`config.mk`:
```
export PLATFORM = sky130hd
export DESIGN_NAME = peak_frame_collector_flat
export DESIGN_NICKNAME = d
export VERILOG_FILES = /design/src/rtl/peak_frame_collector_if.sv /design/src/rtl/peak_frame_collector.sv /design/src/flat_wrapper.sv
export SDC_FILE = /design/constraint.sdc
export NUM_CORES = 2
export LEC_CHECK = 0
export ABC_CLOCK_PERIOD_IN_PS = 2600
export CAP_MARGIN = 20
export CORE_MARGIN = 3
export CORE_UTILIZATION = 50
export CTS_CLUSTER_SIZE = 14
export DETAILED_ROUTE_END_ITERATION = 8
export HOLD_SLACK_MARGIN = 0.12
export PLACE_DENSITY = 0.66
export SYNTH_ARGS = -nofsm -noshare
export SYNTH_HDL_FRONTEND = slang
export SYNTH_SLANG_ARGS = --single-unit
```
`constraint.sdc`:
```
create_clock -name clk -period 2.6 [get_ports clk]
set_input_delay 0.52 -clock clk [delete_from_list [all_inputs] [get_ports clk]]
set_output_delay 0.52 -clock clk [all_outputs]
set_load 0.02 [all_outputs]
```
`src/rtl/peak_frame_collector_if.sv`:
```
// Detector-result / readout-stream bundle for peak_frame_collector.
// The peak_thresh member exists only when PEAK_FRAME_THRESH_EN is defined.
interface peak_frame_collector_if #(
  parameter int BIN_W  = 5,
  parameter int VAL_W  = 32,
  parameter int ADDR_W = 10
);
  logic                    frame_start;
  logic [BIN_W-1:0]        RangBin_counts;
  logic                    peak_valid;
  logic [VAL_W-1:0]        Peak_Value;
  logic [ADDR_W-1:0]       Peak_Addr;
`ifdef PEAK_FRAME_THRESH_EN
  logic [VAL_W-1:0]        peak_thresh;
`endif
  logic                    out_valid;
  logic                    out_ready;
  logic [5+ADDR_W+VAL_W:0] out_data;
  logic                    frame_done;
  logic                    busy;
  logic                    overflow;

  modport master (
`ifdef PEAK_FRAME_THRESH_EN
    output peak_thresh,
`endif
    output frame_start, RangBin_counts, peak_valid, Peak_Value, Peak_Addr, out_ready,
    input  out_valid, out_data, frame_done, busy, overflow
  );

  modport slave (
`ifdef PEAK_FRAME_THRESH_EN
    input  peak_thresh,
`endif
    input  frame_start, RangBin_counts, peak_valid, Peak_Value, Peak_Addr, out_ready,
    output out_valid, out_data, frame_done, busy, overflow
  );
endinterface

```
`src/rtl/peak_frame_collector.sv`:
```
// Collects one {flag, addr, value} entry per range bin into a register buffer, then drains it
// over a valid/ready stream. Define PEAK_FRAME_THRESH_EN to enable the echo threshold input.
module peak_frame_collector #(
  parameter int BIN_W  = 5,
  parameter int VAL_W  = 32,
  parameter int ADDR_W = 10
) (
  input  logic                   clk,
  input  logic                   rst_n,
  peak_frame_collector_if.slave  bus
);
  localparam int DEPTH  = 2 ** BIN_W;
  localparam int ENT_W  = 1 + ADDR_W + VAL_W;
  localparam int DATA_W = 6 + ADDR_W + VAL_W;
  localparam logic [BIN_W-1:0] ONE = BIN_W'(1);

  typedef enum logic [1:0] {IDLE, COLLECT, READOUT} state_t;

  state_t              state_q, state_d;
  logic [BIN_W-1:0]    n_q, n_d;
  logic [BIN_W-1:0]    wr_idx_q, wr_idx_d;
  logic [BIN_W-1:0]    rd_idx_q, rd_idx_d;
  logic                pv_prev_q;
  logic                out_valid_q, out_valid_d;
  logic [DATA_W-1:0]   out_data_q, out_data_d;
  logic                frame_done_q, frame_done_d;
  logic                busy_q, busy_d;
  logic                overflow_q, overflow_d;
  logic [ENT_W-1:0]    mem_q [DEPTH];
  logic                wr_en;
  logic [ENT_W-1:0]    wr_entry;
  logic                rise;

  // Entry layout in the buffer is {flag, addr, value}; the bin index is added on readout.
  function automatic logic [DATA_W-1:0] format_entry(input logic [ENT_W-1:0] e,
                                                     input logic [BIN_W-1:0] idx);
    return {e[ENT_W-1], 5'(idx), e[ENT_W-2:0]};
  endfunction

  assign rise = bus.peak_valid & ~pv_prev_q;

  always_comb begin
    wr_entry = {1'b0, bus.Peak_Addr, bus.Peak_Value};
`ifdef PEAK_FRAME_THRESH_EN
    if (bus.Peak_Value < bus.peak_thresh) begin
      wr_entry = {1'b1, {(ENT_W-1){1'b0}}};
    end
`endif
  end

  always_comb begin
    state_d      = state_q;
    n_d          = n_q;
    wr_idx_d     = wr_idx_q;
    rd_idx_d     = rd_idx_q;
    out_valid_d  = out_valid_q;
    out_data_d   = out_data_q;
    frame_done_d = 1'b0;
    overflow_d   = overflow_q;
    wr_en        = 1'b0;
    case (state_q)
      IDLE: begin
        if (bus.frame_start && bus.RangBin_counts != '0) begin
          state_d  = COLLECT;
          n_d      = bus.RangBin_counts;
          wr_idx_d = '0;
        end
      end
      COLLECT: begin
        // A new shot wins over a capture in the same cycle; the partial frame is dropped.
        if (bus.frame_start) begin
          if (bus.RangBin_counts != '0) begin
            n_d      = bus.RangBin_counts;
            wr_idx_d = '0;
          end else begin
            state_d = IDLE;
          end
        end else if (rise) begin
          wr_en    = 1'b1;
          wr_idx_d = wr_idx_q + ONE;
          if (wr_idx_q == n_q - ONE) begin
            state_d  = READOUT;
            rd_idx_d = '0;
          end
        end
      end
      READOUT: begin
        if (bus.frame_start || rise) begin
          overflow_d = 1'b1;
        end
        // out_data_q always presents the entry at rd_idx_q while out_valid_q is high.
        if (!out_valid_q) begin
          out_valid_d = 1'b1;
          out_data_d  = format_entry(mem_q[rd_idx_q], rd_idx_q);
        end else if (bus.out_ready) begin
          if (rd_idx_q == n_q - ONE) begin
            out_valid_d  = 1'b0;
            out_data_d   = '0;
            frame_done_d = 1'b1;
            state_d      = IDLE;
          end else begin
            rd_idx_d   = rd_idx_q + ONE;
            out_data_d = format_entry(mem_q[rd_idx_q + ONE], rd_idx_q + ONE);
          end
        end
      end
      default: state_d = IDLE;
    endcase
    busy_d = (state_d != IDLE);
  end

  always_ff @(posedge clk or negedge rst_n) begin
    if (!rst_n) begin
      state_q      <= IDLE;
      n_q          <= '0;
      wr_idx_q     <= '0;
      rd_idx_q     <= '0;
      pv_prev_q    <= 1'b0;
      out_valid_q  <= 1'b0;
      out_data_q   <= '0;
      frame_done_q <= 1'b0;
      busy_q       <= 1'b0;
      overflow_q   <= 1'b0;
    end else begin
      state_q      <= state_d;
      n_q          <= n_d;
      wr_idx_q     <= wr_idx_d;
      rd_idx_q     <= rd_idx_d;
      pv_prev_q    <= bus.peak_valid;
      out_valid_q  <= out_valid_d;
      out_data_q   <= out_data_d;
      frame_done_q <= frame_done_d;
      busy_q       <= busy_d;
      overflow_q   <= overflow_d;
    end
  end

  always_ff @(posedge clk or negedge rst_n) begin
    if (!rst_n) begin
      for (int i = 0; i < DEPTH; i++) begin
        mem_q[i] <= '0;
      end
    end else if (wr_en) begin
      mem_q[wr_idx_q] <= wr_entry;
    end
  end

  assign bus.out_valid  = out_valid_q;
  assign bus.out_data   = out_data_q;
  assign bus.frame_done = frame_done_q;
  assign bus.busy       = busy_q;
  assign bus.overflow   = overflow_q;
endmodule
```
`src/flat_wrapper.sv`:
```
// flat-port wrapper written by rule: the top's interface ports become plain ports
module peak_frame_collector_flat 
#(
  parameter int BIN_W  = 5,
  parameter int VAL_W  = 32,
  parameter int ADDR_W = 10
)
  (clk, rst_n, bus_frame_start, bus_RangBin_counts, bus_peak_valid, bus_Peak_Value, bus_Peak_Addr, bus_out_ready, bus_out_valid, bus_out_data, bus_frame_done, bus_busy, bus_overflow);
  peak_frame_collector_if #(.BIN_W(BIN_W), .VAL_W(VAL_W), .ADDR_W(ADDR_W)) bus_i ();
  input  logic clk;
  input  logic rst_n;
  input wire logic [$bits(bus_i.frame_start)-1:0] bus_frame_start;
  input wire logic [$bits(bus_i.RangBin_counts)-1:0] bus_RangBin_counts;
  input wire logic [$bits(bus_i.peak_valid)-1:0] bus_peak_valid;
  input wire logic [$bits(bus_i.Peak_Value)-1:0] bus_Peak_Value;
  input wire logic [$bits(bus_i.Peak_Addr)-1:0] bus_Peak_Addr;
  input wire logic [$bits(bus_i.out_ready)-1:0] bus_out_ready;
  output wire logic [$bits(bus_i.out_valid)-1:0] bus_out_valid;
  output wire logic [$bits(bus_i.out_data)-1:0] bus_out_data;
  output wire logic [$bits(bus_i.frame_done)-1:0] bus_frame_done;
  output wire logic [$bits(bus_i.busy)-1:0] bus_busy;
  output wire logic [$bits(bus_i.overflow)-1:0] bus_overflow;
  assign bus_i.frame_start = bus_frame_start;
  assign bus_i.RangBin_counts = bus_RangBin_counts;
  assign bus_i.peak_valid = bus_peak_valid;
  assign bus_i.Peak_Value = bus_Peak_Value;
  assign bus_i.Peak_Addr = bus_Peak_Addr;
  assign bus_i.out_ready = bus_out_ready;
  assign bus_out_valid = bus_i.out_valid;
  assign bus_out_data = bus_i.out_data;
  assign bus_frame_done = bus_i.frame_done;
  assign bus_busy = bus_i.busy;
  assign bus_overflow = bus_i.overflow;
  peak_frame_collector #(.BIN_W(BIN_W), .VAL_W(VAL_W), .ADDR_W(ADDR_W)) u_core (.clk(clk), .rst_n(rst_n), .bus(bus_i));
endmodule
```
==> impl_metrics.tcl <==
set metrics [dict create \
    grt_usage 0.302 \
    synth_ff_type "dfrtp_1" \
    cp-end-kind "flip-flop" \
    cp.required_ns 3.28 \
    synth_cell_type_count 56 \
    hold_path_depth 1 \
    worst-path-max-fanout 8 \
    p_total_mw 56.9 \
    insertion_delay_ns 0.81 \
    yosysMostFrequentCell "dfrtp_1" \
    powerDensity_nw_per_um2 650 \
    die_w_um 393 \
    drcViolationCount 0 \
    power_frac_seq 0.404 \
    synth_area_um2 74800 \
    core_area_um2 148000 \
    yosysSeqAreaShare 0.473 \
    peakVddDrop_uv 723 \
    antenna_found_initial 4 \
    drt_iter0_drc 4502 \
    ant_nets 0 \
    yosys-top-cells-count "dfrtp_1, mux2_1, mux4_2, nand2_1, mux2i_1" \
    syn_avg_cell_area_um2 14.5 \
    p_leak_nw 42.3 \
    swShare 0.275 \
    grt_max_degree 104 \
    cts_root_buf "clkbuf_16" \
    synthAdderAreaFrac 0.00100 \
    yosysTopAreaCell "dfrtp_1" \
    clk_path_buf_depth 3 \
    synth_top_area_frac 0.473 \
    instances_no_fill 7407 \
    worst_slack_ns -0.00714 \
    start_util 0.504 \
    comb_power_share 0.194 \
    relSlewSlack 0.390 \
    synth-compound-area-share 0.0286 \
    r2r_slack_ns -0.007 \
    synth_top_family_by_area "multiplexers" \
    dp_hpwl_mm 142 \
    io_pins 104 \
    p_sw_mw 15.7 \
    rsz0062_at_grt "yes" \
    overflow 0 \
    synthSimpleGateAreaFrac 0.0375 \
    synth_nets 5213 \
    grt_pass1_wl_mm 344 \
    grt_pass1_vias 50400 \
    finalCoreUtilization 0.591 \
    post-route-min-period_ns 2.61 \
    place_area_um2 81700 \
    clk_pin_slew_ns 0.06 \
    rows 141 \
    dp_slack_ns -0.354 \
    max_freq_mhz 384 \
    synth_edf_count 0 \
    num-fill-cells 11376 \
    setup_violations 1 \
    hold_viol 0 \
    muxShareOfSynthArea 0.423 \
    p_clk_frac 0.403 \
    violations "negative setup slack" \
    synthArstFlopShare 1.00 \
    gp_congestion 0.858 \
    numCtsBuffers 156 \
    num_vias 49373 \
    dieArea_um2 154000 \
    syn2layout_area_growth_pct 17.2 \
    p_int_mw 41.2 \
    io_buffers 102 \
    yosysWarnings 0 \
    synth_seq_cells 1413 \
    status "finished with violations" \
    drive_gt1_frac 0.268 \
    htree_levels 4 \
    place_inst 7078 \
    skew_ns 0.0319 \
    crit_type "flip-flop to flip-flop" \
    worstMarginPinSlew_ns 0.896 \
    nets 5401 \
    clock-sinks 1413 \
    viasPerCell 6.67 \
    post_drt_wl_per_cell_um 31.0 \
    fin_crit_sh 1.00 \
    wl_mm 230 \
    drv_cap 0 \
    cp.arrival_ns 3.28 \
    syn_inst 5155 \
    synth_area_leaders "dfrtp_1, mux2_1, mux4_2" \
    die_y_um 393 \
    start_kind "flip-flop" \
    tritoncts "built" \
    drtPass1Iterations 5 \
    maxSlewViolCount 0 \
    hold_path_class "input pin to flip-flop" \
    ff2ff_path_depth 9 \
    final_area_um2 87600 \
    yosys.area_share.xor_xnor 0.00266 \
]
==> layout by cell type (no fill, tap or decap), types with 11 or more instances in the layout <==
cell type / Yosys / final
buf_4: 47 / 248
clkbuf_1: 202 / 41
a211oi_1: 26 / 25
nand2_1: 347 / 314
clkdlybuf4s50_1: 0 / 100
dfrtp_1: 1413 / 1409
nor2_1: 62 / 62
clkbuf_16: 0 / 162
buf_12: 0 / 193
mux2i_2: 0 / 11
nand4_1: 45 / 45
mux2i_1: 280 / 267
o22ai_1: 70 / 70
nand2_4: 0 / 32
a21oi_1: 68 / 67
mux2_2: 69 / 69
clkinv_2: 0 / 29
xnor2_1: 14 / 14
a22oi_1: 68 / 68
nand3_1: 92 / 90
a32oi_1: 42 / 41
clkbuf_8: 0 / 39
mux4_2: 604 / 604
nor2b_1: 19 / 17
nor3_1: 40 / 39
mux2_1: 1280 / 1280
==> power by group through the flow <==
stage               combinational, mW  sequential (mW)  clock [mW]
floorplan                        6.16             23.2           0
global placement                 10.6             23.3           0
detailed placement               10.7             23.3           0
CTS                              10.8             23.0        23.2
global route                     11.7             23.0        24.1
finish                           11.0             23.0        22.9
==> flip-flops by register name, summed over array words and instances, names as in the netlist <==
signal and cells:
u_core.bus.busy 1, u_core.bus.frame_done 1, u_core.bus.out_data 47, u_core.bus.out_valid 1, u_core.bus.overflow 1, u_core.mem_q 1344, u_core.n_q 5, u_core.pv_prev_q 1
u_core.rd_idx_q 5, u_core.state_q 2, u_core.wr_idx_q 5
==> per-layer routing <==
layer	GRT usage	routed length, um
met1	0.415	94100
met2	0.472	108000
met3	0.0654	18100
met4	0.120	9700
met5	0	12
==> path summary, 6_finish.rpt <==
kind / from / end
worst max-delay path: u_core.rd_idx_q[0] / u_core.bus.out_data[30]
worst min-delay path: bus_peak_valid / u_core.pv_prev_q
worst max register to register: u_core.rd_idx_q[0] / u_core.bus.out_data[30]
worst min register to register: u_core.bus.overflow / u_core.bus.overflow
max in group asynchronous: rst_n / u_core.mem_q[895]
min in group asynchronous: rst_n / u_core.mem_q[913]
==> area by class of cell <==
cell class                      count  area, um2  share of cell area
Antenna cell                        3       7.51           0.0000857
Clock buffer                      239       4680              0.0534
Clock inverter                     50        629             0.00719
Inverter                           10       45.0            0.000514
Multi-Input combinational cell   3199      37300               0.426
Sequential cell                  1413      35400               0.404
Tap cell                         1930       2410              0.0276
Timing Repair Buffer              563       7140              0.0815
==> through the flow <==
step | hold slack, ns | setup TNS (ns)
floorplan | 0.224 | 0
global placement | 0.421 | -201.22
detailed placement | 0.417 | -196.76
CTS | 0.139 | 0
global route | 0.195 | -0.231
finish | 0.201 | -0.00714
==> cells by family after synthesis <==
kind of cell    count (synthesis)
compound gates                306
mux                          2233
simple gates                  632
xor+xnor                       21
buf+inv                       543
flops                        1413
other cells                     1
fa+ha+maj                       6
==> worst max-delay path, stage by stage (launching register included) <==
cell     delay (ns)
dfrtp_4        0.54
ha_4           0.44
buf_12         0.20
buf_12         0.15
mux4_2         0.51
mux2i_2        0.22
buf_4          0.16
a32oi_2        0.04
nand4_1        0.12
a21oi_2        0.07
==> what timing repair did <==
item,CTS,global route
hold buffers,1,0
hold endpoints to repair,567,0
pin swaps,1,6
gates cloned,2,2
resized for setup,6,26
buffers inserted,2,30
endpoints found under the setup margin,7,39
Note: power is estimated with default switching activity, not from simulation.
